`config.mk`:
```
export PLATFORM = sky130hd
export DESIGN_NAME = ex_alu1_wb_arbiter
export DESIGN_NICKNAME = d
export VERILOG_FILES = /design/src/rtl/ex_alu1_wb_arbiter_pkg.sv /design/src/rtl/ex_alu1_wb_fifo.sv /design/src/rtl/ex_alu1_wb_arbiter.sv
export SDC_FILE = /design/constraint.sdc
export NUM_CORES = 1
export LEC_CHECK = 0
export BUFFER_PORTS_ARGS = -buffer_cell sky130_fd_sc_hd__buf_4
export CORE_MARGIN = 3
export CORE_UTILIZATION = 40
export CTS_BUF_LIST = sky130_fd_sc_hd__clkbuf_4
export DETAILED_ROUTE_END_ITERATION = 16
export PLACE_DENSITY = 0.74
export SYNTH_ARGS = -nofsm -noshare
export SYNTH_HDL_FRONTEND = slang
export SYNTH_SLANG_ARGS = --single-unit
export TNS_END_PERCENT = 50
```
`constraint.sdc`:
```
create_clock -name iCLOCK -period 3.8 [get_ports iCLOCK]
set_clock_uncertainty 0.15 [all_clocks]
set_input_delay 0 -clock iCLOCK [delete_from_list [all_inputs] [get_ports iCLOCK]]
set_output_delay 0 -clock iCLOCK [all_outputs]
set_load 0.01 [all_outputs]
```
`src/rtl/ex_alu1_wb_arbiter_pkg.sv`:
```
// Shared definitions for the ALU1/divider writeback arbiter: payload layout
// and grant encoding.
package ex_alu1_wb_arbiter_pkg;

    localparam int TAG_W           = 6;
    localparam int REGNAME_W       = 6;
    localparam int DATA_W          = 32;
    localparam int FLAG_W          = 5;
    localparam int FLAGS_REGNAME_W = 4;

    typedef struct packed {
        logic [TAG_W-1:0]           commit_tag;
        logic                       sysreg;
        logic [REGNAME_W-1:0]       regname;
        logic                       writeback;
        logic [DATA_W-1:0]          data;
        logic [FLAG_W-1:0]          flag;
        logic                       flags_writeback;
        logic [FLAGS_REGNAME_W-1:0] flags_regname;
    } wb_payload_t;

    localparam int PAYLOAD_W = $bits(wb_payload_t);

    typedef enum logic [1:0] {
        GRANT_NONE = 2'd0,
        GRANT_ALU  = 2'd1,
        GRANT_DIV  = 2'd2
    } grant_t;

    // Divider results always write a GPR and never touch the flags.
    function automatic wb_payload_t div_to_wb(
        input logic [TAG_W-1:0]     tag,
        input logic                 sysreg,
        input logic [REGNAME_W-1:0] regname,
        input logic [DATA_W-1:0]    data
    );
        wb_payload_t p;
        p.commit_tag      = tag;
        p.sysreg          = sysreg;
        p.regname         = regname;
        p.writeback       = 1'b1;
        p.data            = data;
        p.flag            = '0;
        p.flags_writeback = 1'b0;
        p.flags_regname   = '0;
        return p;
    endfunction

endpackage

```
`src/rtl/ex_alu1_wb_fifo.sv`:
```
// Small synchronous FIFO holding ALU results that lost arbitration.
// Reset and clear both empty it; contents are not reset.
module ex_alu1_wb_fifo
    import ex_alu1_wb_arbiter_pkg::*;
#(
    parameter int P_WIDTH = PAYLOAD_W,
    parameter int P_DEPTH = 2
) (
    input  logic                           iCLOCK,
    input  logic                           iRESET_SYNC,
    input  logic                           clear,
    input  logic                           push,
    input  logic [P_WIDTH-1:0]             push_data,
    input  logic                           pop,
    output logic [P_WIDTH-1:0]             head_data,
    output logic [$clog2(P_DEPTH+1)-1:0]   count
);

    localparam int PW = (P_DEPTH > 1) ? $clog2(P_DEPTH) : 1;

    logic [P_WIDTH-1:0] mem [P_DEPTH];
    logic [PW-1:0]      rd_ptr;
    logic [PW-1:0]      wr_ptr;

    // Pointers wrap explicitly so non-power-of-two depths work.
    function automatic logic [PW-1:0] wrap_inc(input logic [PW-1:0] p);
        return (p == PW'(P_DEPTH - 1)) ? '0 : p + 1'b1;
    endfunction

    always_ff @(posedge iCLOCK) begin
        if (push) begin
            mem[wr_ptr] <= push_data;
        end
    end

    always_ff @(posedge iCLOCK) begin
        if (iRESET_SYNC || clear) begin
            rd_ptr <= '0;
            wr_ptr <= '0;
            count  <= '0;
        end else begin
            if (push) begin
                wr_ptr <= wrap_inc(wr_ptr);
            end
            if (pop) begin
                rd_ptr <= wrap_inc(rd_ptr);
            end
            case ({push, pop})
                2'b10:   count <= count + 1'b1;
                2'b01:   count <= count - 1'b1;
                default: count <= count;
            endcase
        end
    end

    assign head_data = mem[rd_ptr];

endmodule

```
`src/rtl/ex_alu1_wb_arbiter.sv`:
```
// Merges the single-cycle ALU1 result stream and the divider result stream
// onto one registered writeback port, bounding divider bursts to avoid ALU starvation.
module ex_alu1_wb_arbiter
    import ex_alu1_wb_arbiter_pkg::*;
#(
    parameter int P_ALU_DEPTH = 2,
    parameter int P_DIV_BURST = 4
) (
    input  logic        iCLOCK,
    input  logic        iRESET_SYNC,
    input  logic        iFREE_EX,
    input  logic        iALU_VALID,
    input  logic [5:0]  iALU_COMMIT_TAG,
    input  logic        iALU_SYSREG,
    input  logic [5:0]  iALU_REGNAME,
    input  logic        iALU_WRITEBACK,
    input  logic [31:0] iALU_DATA,
    input  logic [4:0]  iALU_FLAG,
    input  logic        iALU_FLAGS_WRITEBACK,
    input  logic [3:0]  iALU_FLAGS_REGNAME,
    output logic        oALU_LOCK,
    input  logic        iDIV_VALID,
    input  logic [5:0]  iDIV_COMMIT_TAG,
    input  logic        iDIV_SYSREG,
    input  logic [5:0]  iDIV_REGNAME,
    input  logic [31:0] iDIV_DATA,
    output logic        oDIV_BUSY,
    output logic        oWB_VALID,
    output logic [5:0]  oWB_COMMIT_TAG,
    output logic        oWB_SYSREG,
    output logic [5:0]  oWB_REGNAME,
    output logic        oWB_WRITEBACK,
    output logic [31:0] oWB_DATA,
    output logic [4:0]  oWB_FLAG,
    output logic        oWB_FLAGS_WRITEBACK,
    output logic [3:0]  oWB_FLAGS_REGNAME
);

    localparam int CW = $clog2(P_ALU_DEPTH + 1);
    localparam int BW = $clog2(P_DIV_BURST + 1);

    logic [CW-1:0] alu_count;
    logic [BW-1:0] burst_cnt;
    wb_payload_t   alu_live;
    wb_payload_t   alu_head;
    wb_payload_t   alu_cand_data;
    wb_payload_t   div_data;
    wb_payload_t   wb_q;
    logic          wb_valid_q;
    grant_t        grant;
    logic          active;
    logic          queue_empty;
    logic          alu_cand;
    logic          burst_limit;
    logic          alu_accept;
    logic          fifo_push;
    logic          fifo_pop;

    assign alu_live = {iALU_COMMIT_TAG, iALU_SYSREG, iALU_REGNAME, iALU_WRITEBACK,
                       iALU_DATA, iALU_FLAG, iALU_FLAGS_WRITEBACK, iALU_FLAGS_REGNAME};
    assign div_data = div_to_wb(iDIV_COMMIT_TAG, iDIV_SYSREG, iDIV_REGNAME, iDIV_DATA);

    // Reset and flush cycles neither grant nor accept anything.
    assign active        = !iRESET_SYNC && !iFREE_EX;
    assign queue_empty   = (alu_count == '0);
    assign alu_cand      = active && (!queue_empty || iALU_VALID);
    assign alu_cand_data = queue_empty ? alu_live : alu_head;
    assign burst_limit   = (burst_cnt == BW'(P_DIV_BURST));
    assign oDIV_BUSY     = alu_cand && burst_limit;

    always_comb begin
        grant = GRANT_NONE;
        if (active && iDIV_VALID && !oDIV_BUSY) begin
            grant = GRANT_DIV;
        end else if (alu_cand) begin
            grant = GRANT_ALU;
        end
    end

    // Locking one entry early keeps a same-cycle enqueue from overflowing.
    assign oALU_LOCK  = active && ((alu_count == CW'(P_ALU_DEPTH)) ||
                        ((alu_count == CW'(P_ALU_DEPTH - 1)) && (grant == GRANT_DIV)));
    assign alu_accept = active && iALU_VALID && !oALU_LOCK;
    assign fifo_push  = alu_accept && !((grant == GRANT_ALU) && queue_empty);
    assign fifo_pop   = (grant == GRANT_ALU) && !queue_empty;

    ex_alu1_wb_fifo #(
        .P_WIDTH (PAYLOAD_W),
        .P_DEPTH (P_ALU_DEPTH)
    ) u_alu_fifo (
        .iCLOCK      (iCLOCK),
        .iRESET_SYNC (iRESET_SYNC),
        .clear       (iFREE_EX),
        .push        (fifo_push),
        .push_data   (alu_live),
        .pop         (fifo_pop),
        .head_data   (alu_head),
        .count       (alu_count)
    );

    always_ff @(posedge iCLOCK) begin
        if (iRESET_SYNC || iFREE_EX) begin
            burst_cnt <= '0;
        end else if ((grant == GRANT_DIV) && alu_cand) begin
            if (!burst_limit) begin
                burst_cnt <= burst_cnt + 1'b1;
            end
        end else begin
            burst_cnt <= '0;
        end
    end

    // Payload holds its last value whenever nothing is granted.
    always_ff @(posedge iCLOCK) begin
        if (iRESET_SYNC) begin
            wb_valid_q <= 1'b0;
            wb_q       <= '0;
        end else if (iFREE_EX) begin
            wb_valid_q <= 1'b0;
        end else begin
            case (grant)
                GRANT_DIV: begin
                    wb_valid_q <= 1'b1;
                    wb_q       <= div_data;
                end
                GRANT_ALU: begin
                    wb_valid_q <= 1'b1;
                    wb_q       <= alu_cand_data;
                end
                default: wb_valid_q <= 1'b0;
            endcase
        end
    end

    assign oWB_VALID           = wb_valid_q;
    assign oWB_COMMIT_TAG      = wb_q.commit_tag;
    assign oWB_SYSREG          = wb_q.sysreg;
    assign oWB_REGNAME         = wb_q.regname;
    assign oWB_WRITEBACK       = wb_q.writeback;
    assign oWB_DATA            = wb_q.data;
    assign oWB_FLAG            = wb_q.flag;
    assign oWB_FLAGS_WRITEBACK = wb_q.flags_writeback;
    assign oWB_FLAGS_REGNAME   = wb_q.flags_regname;

endmodule

```
==> results of run 1 <==
==> registers in the layout, summed over array words and instances (netlist names), 2 cells and up, named ones only <==
signal             cells
u_alu_fifo.mem       112
oWB_DATA              32
oWB_COMMIT_TAG         6
oWB_REGNAME            6
oWB_FLAG               5
oWB_FLAGS_REGNAME      4
burst_cnt              3
u_alu_fifo.count       2
==> power groups by stage <==
stage / combinational, mW / sequential, mW / clock [mW]
CTS: 0.521 / 2.12 / 1.13
floorplan: 0.136 / 2.18 / 0
global placement: 0.352 / 2.17 / 0
detailed placement: 0.359 / 2.17 / 0
global route: 0.582 / 2.13 / 1.22
finish: 0.543 / 2.13 / 1.11
==> worst max-delay path, cell delays in order (launching register included) <==
cell and delay, ns:
dfxtp_1 0.36, inv_1 0.09, ha_2 0.73, nand2b_1 0.28, nand3_2 0.49, buf_12 0.26
o22ai_1 0.12, a211oi_1 0.31, dlygate4sd3_1 0.60
==> logic make-up (layout without fill, tap and decap cells) <==
logic type | Yosys count | count (layout) | synth area share, %
compound gates | 108 | 108 | 12.1
xor+xnor | 3 | 3 | 0.359
mux | 59 | 59 | 8.24
simple gates | 204 | 204 | 11.0
buf+inv | 48 | 407 | 3.47
fa+ha+maj | 6 | 6 | 1.03
flops | 177 | 177 | 63.7
==> what timing repair did <==
| action | in CTS | in global routing |
|---|---|---|
| endpoints found under the hold margin | 176 | 10 |
| hold buffers | 191 | 6 |
| endpoints found under the setup margin | 0 | 1 |
==> worst max path at each step <==
stage / from / endpoint / slack [ns] / cells after the start
2_1_floorplan: burst_cnt[0] / u_alu_fifo.mem[0][0] / -0.39 / 6
3_3_place_gp: u_alu_fifo.count[0] / oWB_COMMIT_TAG[5] / 1.13 / 7
3_5_place_dp: u_alu_fifo.count[0] / oWB_DATA[27] / 1.02 / 7
4_1_cts: u_alu_fifo.count[0] / oWB_FLAG[0] / 0.12 / 8
5_1_grt: u_alu_fifo.count[1] / oWB_DATA[26] / 0.14 / 8
6_report: u_alu_fifo.count[0] / oWB_DATA[26] / 0.35 / 8
==> layout by cell type, fill, tap and decap left out, types with 23 or more instances in the layout <==
cell type,count
dlygate4sd3_1,196
buf_4,172
nor2_1,121
edfxtp_1,112
nand2_1,68
dfxtp_1,64
mux2i_1,49
a211oi_1,46
o22ai_1,28
clkbuf_4,23
==> layout make-up <==
| class | count | area [sq um] |
|---|---|---|
| Fill cell | 1322 | 6640 |
| Timing Repair Buffer | 369 | 3270 |
| Clock buffer | 23 | 173 |
| Tap cell | 225 | 282 |
| Inverter | 6 | 22.5 |
| Multi-Input combinational cell | 380 | 2420 |
| Sequential cell | 177 | 4670 |
| Clock inverter | 9 | 119 |
==> metal layers <==
layer	vias up	track usage [%]	routed length (microns)	part of all wire, %
met3	54	4.38	1190	5.4
met5	-	0	0	0
met2	257	39.5	11400	52
met4	0	8.72	614	2.8
met1	3004	25.8	8850	40
li1	2908	-	-	-
==> per-stage QoR <==
stage | cell area, sq um | util, % | setup TNS [ns] | total power, mW
after detailed placement | 8710 | 49.5 | 0 | 2.53
final | 11000 | 62.3 | 0 | 3.78
after global routing | 11000 | 62.3 | 0 | 3.94
after floorplan | 7320 | - | -43.59 | 2.32
after CTS | 10900 | 62.0 | 0 | 3.77
after global placement | 8710 | 49.5 | 0 | 2.52
==> results.cfg, run 1 <==
[run_status]
run_status = finished, final reports clean

[drt]
vias = 6223
vias_per_cell = 5.23
drt-initial-drc-count = 352
drtAntennaViolNets = 0
drt_pass1_iterations = 5
wl_microns = 22100
route.detailed.drc = 0
wl_per_cell_microns = 18.6

[hold_path]
min-delay-start = iALU_DATA[10]
whs_path_depth = 2
hold_path.class = primary input to register
holdPathEnd = u_alu_fifo.mem[1][20]

[worst_setup_path]
critPathCaptureType = register
rrSetupSlack_ns = 0.35
timing.rr.end = oWB_DATA[26]
cp.required_ns = 4.15
crit_type = register to register
start_kind = register
r2r_start = u_alu_fifo.count[0]
path_max_fanout = 37
critPathArrivalTime_ns = 3.80
r2r_cells = 8

[timing]
slew_headroom_pct = 31.9
setup_viol = 0
maxSlewViolCount = 0
holdWs_ns = 0.0455
fin_crit_sh_pct = 90.8
final-hold-violation-count = 0
tightest_slew_ns = 1.02
fin_ws_ns = 0.351
period_minus_slack_ns = 3.45
rsz0062_at_grt = false
fmax_mhz = 290

[place]
placedCellCount = 961
globalplace.congestion = 0.814
pre_cts_ws_ns = 1.02
io_buffers = 164
hpwl_microns = 11200

[clock_network]
cts.sinks = 177
htreeDepth = 4
cts_tree = yes
cts_resized = 0
clock_latency_ns = 0.56
cts_buffers = 17
clockBufferDepth = 2
post-cts-setup-buffers = 0
clockRootBuffer = clkbuf_4
clk_pin_slew_ns = 0.13

[floorplan]
start_util_pct = 41.6
fp-row-count = 48
die-area_sq_um = 20000
ios = 165
die_y_microns = 141
die_x_microns = 141
coreArea_sq_um = 17600

[power_and_ir_drop]
p_int_mw = 2.90
power_frac_seq_pct = 56.2
p_sw_mw = 0.878
irDropWorstVdd_uv = 291
p_sw_share_pct = 23.2
combPwrFrac_pct = 14.4
p_per_area_nw_per_um2 = 345
p_clk_share_pct = 29.4
p_leak_nw = 4.06

[synthesis]
synth_top_cell_by_area = edfxtp_1
synth-edff-count = 112
postSynthNetCount = 717
yosysWarnings = 0
netlist.area_leader.share_pct = 46.0
synth_ff_type = edfxtp_1
avgSynthCellArea_sq_um = 12.1
synth_top_cells_by_area = edfxtp_1, dfxtp_1, mux2i_1, nor2_1, a211oi_1
seq_area_frac_synth_pct = 63.7
synth-seq-cells = 177
synth_most_common_cell = nor2_1
synth_area_sq_um = 7320
postSynthCellCount = 605
ys_types = 39
synthArstFlopShare_pct = 0
ys_top_cells_by_count = nor2_1, edfxtp_1, nand2_1

[final_layout]
layout-area-overhead-vs-synth_pct = 49.8
nets = 1063
instances_no_fill = 1189
drive_gt1_share_pct = 24.2
antenna_cells = 0

[grt]
overflow = 0
grt_max_degree = 68
antenna_found_initial = 0
grtUsageTotal_pct = 22.0
grt_pass1_wl_microns = 34200
grt_pass1_vias = 6501

[job]
drv_cap = 0
Note: power is estimated with default switching activity, not from simulation.
==> inputs of run 2 (changes only) <==
--- a/config.mk
+++ b/config.mk
@@ -7,10 +7,11 @@
 export LEC_CHECK = 0
 export BUFFER_PORTS_ARGS = -buffer_cell sky130_fd_sc_hd__buf_4
 export CORE_MARGIN = 3
-export CORE_UTILIZATION = 40
+export CORE_UTILIZATION = 51
 export CTS_BUF_LIST = sky130_fd_sc_hd__clkbuf_4
 export DETAILED_ROUTE_END_ITERATION = 16
-export PLACE_DENSITY = 0.74
+export PLACE_DENSITY = 0.89
+export SKIP_LAST_GASP = 1
 export SYNTH_ARGS = -nofsm -noshare
 export SYNTH_HDL_FRONTEND = slang
 export SYNTH_SLANG_ARGS = --single-unit
==> run 2 against run 1 <==
  * The flow now stops in clock tree synthesis
  * Area after synthesis unchanged
  * Synthesized cell count unchanged
==> results.cfg, run 2 <==
[run_status]
run_status = did not finish
lastStage = clock tree synthesis
error = [ERROR RSZ-0060] Max buffer count reached.

[synthesis]
ys_top_cells_by_count = nor2_1, edfxtp_1, nand2_1
synthArstFlopShare_pct = 0
netlist.area_leader.share_pct = 46.0
synth-edff-count = 112
postSynthNetCount = 717
synth-seq-cells = 177
synth_most_common_cell = nor2_1
synth_ff_type = edfxtp_1
synth_top_cells_by_area = edfxtp_1, dfxtp_1, mux2i_1, nor2_1, a211oi_1
postSynthCellCount = 605
seq_area_frac_synth_pct = 63.7
ys_types = 39
avgSynthCellArea_sq_um = 12.1
synth_top_cell_by_area = edfxtp_1
yosysWarnings = 0
synth_area_sq_um = 7320

[floorplan]
start_util_pct = 52.5
fp-row-count = 43
die_y_microns = 126
die_x_microns = 126
ios = 165

[clock_network]
cts.sinks = 177
clockBufferDepth = 2
cts_buffers = 17
post-cts-setup-buffers = 0
hold_buffers = 190
clockRootBuffer = clkbuf_4
cts_resized = 0
htreeDepth = 4

[place]
placedCellCount = 913
pre_cts_ws_ns = 0.792
io_buffers = 164
globalplace.congestion = 0.762
hpwl_microns = 11200
## run 2: cell counts after synthesis
No cell type changed its count.
## run 2: cell families after synthesis
family | synth area share, %
adders and majority gates | 1.03
buffers and inverters | 3.47
and+or+nand+nor | 11.0
xor gates and xnor gates | 0.359
muxes | 8.24
DFF | 63.7
AOI/OAI and AO/OA | 12.1
## run 2: metrics by stage
stage          setup TNS [ns]  utilization (%)  cell area [sq um]  hold WS, ns
2_1_floorplan          -43.59                -               7320      -0.0511
3_3_place_gp                0             61.9               8620       0.0442
3_5_place_dp                0             61.9               8620       0.0477
==> inputs of run 3 (changes only) <==
--- a/config.mk
+++ b/config.mk
@@ -7,10 +7,9 @@
 export LEC_CHECK = 0
 export BUFFER_PORTS_ARGS = -buffer_cell sky130_fd_sc_hd__buf_4
 export CORE_MARGIN = 3
-export CORE_UTILIZATION = 51
-export CTS_BUF_LIST = sky130_fd_sc_hd__clkbuf_4
+export CORE_UTILIZATION = 40
 export DETAILED_ROUTE_END_ITERATION = 16
-export PLACE_DENSITY = 0.89
+export PLACE_DENSITY_LB_ADDON = 0.15
 export SKIP_LAST_GASP = 1
 export SYNTH_ARGS = -nofsm -noshare
 export SYNTH_HDL_FRONTEND = slang
==> constraint.sdc (replaced) <==
create_clock -name iCLOCK -period 4.9 [get_ports iCLOCK]
set_clock_uncertainty 0.15 [all_clocks]
set_input_delay 0 -clock iCLOCK [delete_from_list [all_inputs] [get_ports iCLOCK]]
set_output_delay 0 -clock iCLOCK [all_outputs]
set_load 0.01 [all_outputs]
==> run 3 against run 2 <==
  * The flow now finishes without violations
==> results.cfg, run 3 (synthesis results as in run 1) <==
[worst_setup_path]
crit_family = simple AND/OR/NAND/NOR gates
critPathArrivalTime_ns = 3.32
critPathCaptureType = register
crit_chain = inv_1 > ha_2 > and4_2 > nand2_1 > a311oi_2
critPathLaunch = u_alu_fifo.count[0]
r2r_cells = 5
path_max_fanout = 56
cp_num_buf_inv = 1
timing.rr.end = oWB_FLAGS_REGNAME[1]
rrSetupSlack_ns = 1.77
max_stage_delay_ns = 1.23
cp.depth = 5
r2r_start = u_alu_fifo.count[0]
crit_slowest_cell = and4_2
crit_type = register to register
start_kind = register
critPathCapture = oWB_FLAGS_REGNAME[1]
cp.required_ns = 5.09

[drt]
wl_per_cell_microns = 17.1
top_layer = met4
dr_wl_met3_microns = 1180
routed-wl-met2_microns = 9030
wl_met1_microns = 8210
drt-initial-drc-count = 297
drt_pass1_iterations = 4
drtAntennaViolNets = 0
route.detailed.drc = 0
wl_microns = 18700
vias_per_cell = 5.07
vias = 5531

[timing]
setup_tns_ns = 0
final-hold-violation-count = 0
setup_viol = 0
fin_crit_sh_pct = 63.9
tightest_slew_ns = 1.29
fmax_mhz = 320
rsz0062_at_grt = false
slew_headroom_pct = 13.7
period_minus_slack_ns = 3.13
holdWs_ns = 0.0623
maxSlewViolCount = 0

[place]
hpwl_microns = 11200
io_buffers = 164
placed_area_sq_um = 8640
globalplace.congestion = 0.784

[clock_network]
clk_pin_slew_ns = 0.07
cts.sinks = 177
clockRootBuffer = clkbuf_16
cts_resized = 0
cts_buffers = 17
htreeDepth = 4
cts_tree = yes
clockBufferDepth = 2
clock_latency_ns = 0.42

[floorplan]
die-area_sq_um = 20000
ios = 165
die_x_microns = 141
fp-row-count = 48
die_y_microns = 141
start_util_pct = 41.6
coreArea_sq_um = 17600

[final_layout]
most-common-layout-cells = buf_4, nor2_1, edfxtp_1
layout-area-overhead-vs-synth_pct = 40.6
nets = 965
largest_register_ff_count = 112
stdcell_area_sq_um = 10300
drive_gt1_share_pct = 26.0
multi_input_area_sq_um = 2420
final_common_cell = buf_4
largest_register = u_alu_fifo.mem
regArea_sq_um = 4670
nFillCells = 1472

[run_status]
run_status = finished, final reports clean

[grt]
overflow = 0
antenna_found_initial = 1
grt_pass1_wl_microns = 29700
grt_max_degree = 68
grt_pass1_vias = 5774
grtUsageTotal_pct = 19.0

[power_and_ir_drop]
p_per_area_nw_per_um2 = 328
p_sw_mw = 0.716
combPwrFrac_pct = 10.1
irDropWorstVdd_uv = 246
p_int_mw = 2.66
p_leak_nw = 3.68
p_clk_share_pct = 41.1
power_frac_seq_pct = 48.8
finalPower_mw = 3.38
p_sw_share_pct = 21.2

[hold_path]
hold_path.class = primary input to register

[job]
drv_cap = 0
-- run 3: how the worst min path moves through the flow --
stage	start	to	cells past startpoint
3_3_place_gp	iALU_DATA[17]	u_alu_fifo.mem[0][27]	1
4_1_cts	iALU_VALID	burst_cnt[2]	4
3_5_place_dp	iALU_FLAG[4]	u_alu_fifo.mem[1][9]	1
2_1_floorplan	iALU_FLAGS_REGNAME[0]	u_alu_fifo.mem[0][0]	0
6_report	iRESET_SYNC	oWB_DATA[13]	2
5_1_grt	iRESET_SYNC	oWB_DATA[15]	2
-- run 3: worst reg2reg max path, stage by stage (launching register included) --
cell	delay, ns
dfxtp_1	0.34
inv_1	0.09
ha_2	0.69
and4_2	1.23
nand2_1	0.26
a311oi_2	0.29
-- run 3: power groups by stage --
| stage | logic, mW | registers [mW] | clock network (mW) |
|---|---|---|---|
| after floorplan | 0.106 | 1.69 | 0 |
| after global placement | 0.270 | 1.68 | 0 |
| after detailed placement | 0.277 | 1.68 | 0 |
| after CTS | 0.344 | 1.65 | 1.41 |
| after global routing | 0.375 | 1.65 | 1.48 |
| final | 0.342 | 1.65 | 1.39 |
-- run 3: per-stage QoR --
step | std cells | utilization (%) | setup slack (ns)
final | 1092 | 58.5 | 1.77
after global routing | 1092 | 58.5 | 1.51
after CTS | 1091 | 58.5 | 1.73
after detailed placement | 955 | 49.1 | 1.74
after global placement | 955 | 49.1 | 1.83
after floorplan | 605 | - | 0.711
-- run 3: cell type report --
type | instances | area share [%]
antenna | 1 | 0.0243
clock buffer | 19 | 4.21
clock inverter | 13 | 1.63
inverter | 6 | 0.219
multi-input combinational | 380 | 23.5
sequential | 177 | 45.4
tap | 225 | 2.74
timing repair buffer | 271 | 22.3
-- run 3: repair_timing --
item                      4_1_cts  5_1_grt
hold buffers                  104        0
hold endpoints to repair      174        0
setup buffers                   0        0
-- run 3: per-layer routing --
metal / global-route usage (%) / up-vias
met4: 6.27 / 0
met2: 31.6 / 181
met5: 0 / -
met1: 24.5 / 2619
met3: 4.45 / 21
li1: - / 2710
==> inputs of run 4 (changes only) <==
==> constraint.sdc (replaced) <==
create_clock -name iCLOCK -period 2.92 [get_ports iCLOCK]
set_clock_uncertainty 0.15 [all_clocks]
set_input_delay 0 -clock iCLOCK [delete_from_list [all_inputs] [get_ports iCLOCK]]
set_output_delay 0 -clock iCLOCK [all_outputs]
set_load 0.01 [all_outputs]
==> run 4 against run 3 <==
  * Sequential cell count did not move
  * Hold slack improved by 0.024 ns
  * First-iteration DRC count fell by 11%
==> results.cfg, run 4 (synthesis results as in run 1) <==
[run_status]
run_status = finished, final reports clean

[final_layout]
regArea_sq_um = 4670
final_common_cell = buf_4
antenna_cells = 0
final_util_pct = 58.9
drive_gt1_share_pct = 27.4
layout-area-overhead-vs-synth_pct = 41.7
most-common-layout-cells = buf_4, nor2_1, edfxtp_1
nets = 978
stdcell_area_sq_um = 10400
largest_register = u_alu_fifo.mem
largest_register_ff_count = 112
instances_no_fill = 1104
nFillCells = 1411
multi_input_area_sq_um = 2420

[worst_setup_path]
cp_num_buf_inv = 2
critPathArrivalTime_ns = 2.40
crit_family = simple AND/OR/NAND/NOR gates
start_kind = register
critPathLaunch = burst_cnt[0]
crit_slowest_cell = dfxtp_1
crit_chain = inv_1 > ha_1 > a21bo_2 > mux2i_1 > nand4_1 > nor2_4 > buf_4
crit_type = register to register
critPathCaptureType = register
path_max_fanout = 23
max_stage_delay_ns = 0.34
r2r_start = burst_cnt[0]
cp.required_ns = 2.86

[power_and_ir_drop]
p_sw_mw = 1.24
irDropWorstVdd_uv = 399
power_frac_seq_pct = 50.6
p_per_area_nw_per_um2 = 527
p_int_mw = 4.22
p_sw_share_pct = 22.7
p_clk_share_pct = 38.6
finalPower_mw = 5.46
combPwrFrac_pct = 10.8
p_leak_nw = 3.73

[clock_network]
clockBufferDepth = 2
post-cts-setup-buffers = 0
cts_buffers = 17
clockRootBuffer = clkbuf_16
cts.sinks = 177
clock_latency_ns = 0.42
clk_pin_slew_ns = 0.06
cts_tree = yes
htreeDepth = 4

[timing]
maxSlewViolCount = 0
fin_ws_ns = 0.455
period_minus_slack_ns = 2.46
final-hold-violation-count = 0
fin_crit_sh_pct = 84.4
slew_headroom_pct = 45.8
holdWs_ns = 0.0859
setup_tns_ns = 0
tightest_slew_ns = 0.813
fmax_mhz = 406
setup_viol = 0
rsz0062_at_grt = false

[drt]
drt_pass1_iterations = 5
top_layer = met4
vias = 5592
dr_wl_met3_microns = 1100
route.detailed.drc = 0
wl_met1_microns = 8530
vias_per_cell = 5.07
drt-initial-drc-count = 265
wl_microns = 19400
drtAntennaViolNets = 0
wl_per_cell_microns = 17.5
routed-wl-met2_microns = 9440

[place]
placed_area_sq_um = 8780
pre_cts_ws_ns = 0.462
hpwl_microns = 11900
io_buffers = 164
placedCellCount = 968
globalplace.congestion = 0.837

[floorplan]
start_util_pct = 41.6
ios = 165
die_y_microns = 141
die_x_microns = 141
coreArea_sq_um = 17600
die-area_sq_um = 20000
fp-row-count = 48

[grt]
grtUsageTotal_pct = 19.5
overflow = 0
grt_max_degree = 61
grt_pass1_vias = 5762
grt_pass1_wl_microns = 30300
antenna_found_initial = 0

[job]
drv_cap = 0

[hold_path]
min-delay-start = iRESET_SYNC
hold_path.class = primary input to register
## run 4: cell types whose count changed in the layout (fill, tap and decap cells not counted)
cell / change
clkbuf_1: -1
clkinv_2: +1
clkinv_1: -2
clkinvlp_4: +2
bufinv_16: -3
buf_12: +3
buf_4: +10
diode_2: -1
inv_6: +2
clkinv_4: +1
## run 4: path summary, 6_finish.rpt
kind | to | slack [ns] | cells past startpoint
worst max-delay path | u_alu_fifo.mem[0][43] | 0.46 | 7
worst min-delay path | oWB_DATA[27] | 0.09 | 2
worst min register to register | oWB_COMMIT_TAG[3] | 0.35 | 2
worst max register to register | u_alu_fifo.mem[0][43] | 0.46 | 7
## run 4: layout make-up
class | instances | area share, %
flip-flops and latches | 177 | 45.0
multi-input cells | 380 | 23.3
well taps | 225 | 2.72
clock inverters | 14 | 1.12
inverters | 6 | 0.217
clock buffers | 18 | 4.14
repair buffers | 284 | 23.4
## run 4: power by group through the flow
stage / Sequential [mW] / Combinational, mW / Clock (mW)
6_report: 2.77 / 0.589 / 2.11
5_1_grt: 2.77 / 0.636 / 2.27
4_1_cts: 2.77 / 0.590 / 2.16
3_5_place_dp: 2.82 / 0.476 / 0
3_3_place_gp: 2.82 / 0.463 / 0
2_1_floorplan: 2.84 / 0.178 / 0
## run 4: routing by layer
| layer | vias to the layer above | track usage [%] |
|---|---|---|
| met5 | - | 0 |
| met4 | 0 | 5.66 |
| met3 | 24 | 4.82 |
| met2 | 177 | 33.2 |
| met1 | 2652 | 24.7 |
| li1 | 2739 | - |
## run 4: repair_timing
item                                   4_1_cts  5_1_grt
gates resized for setup                      0        0
endpoints found under the hold margin      174        0
hold buffers                               104        0
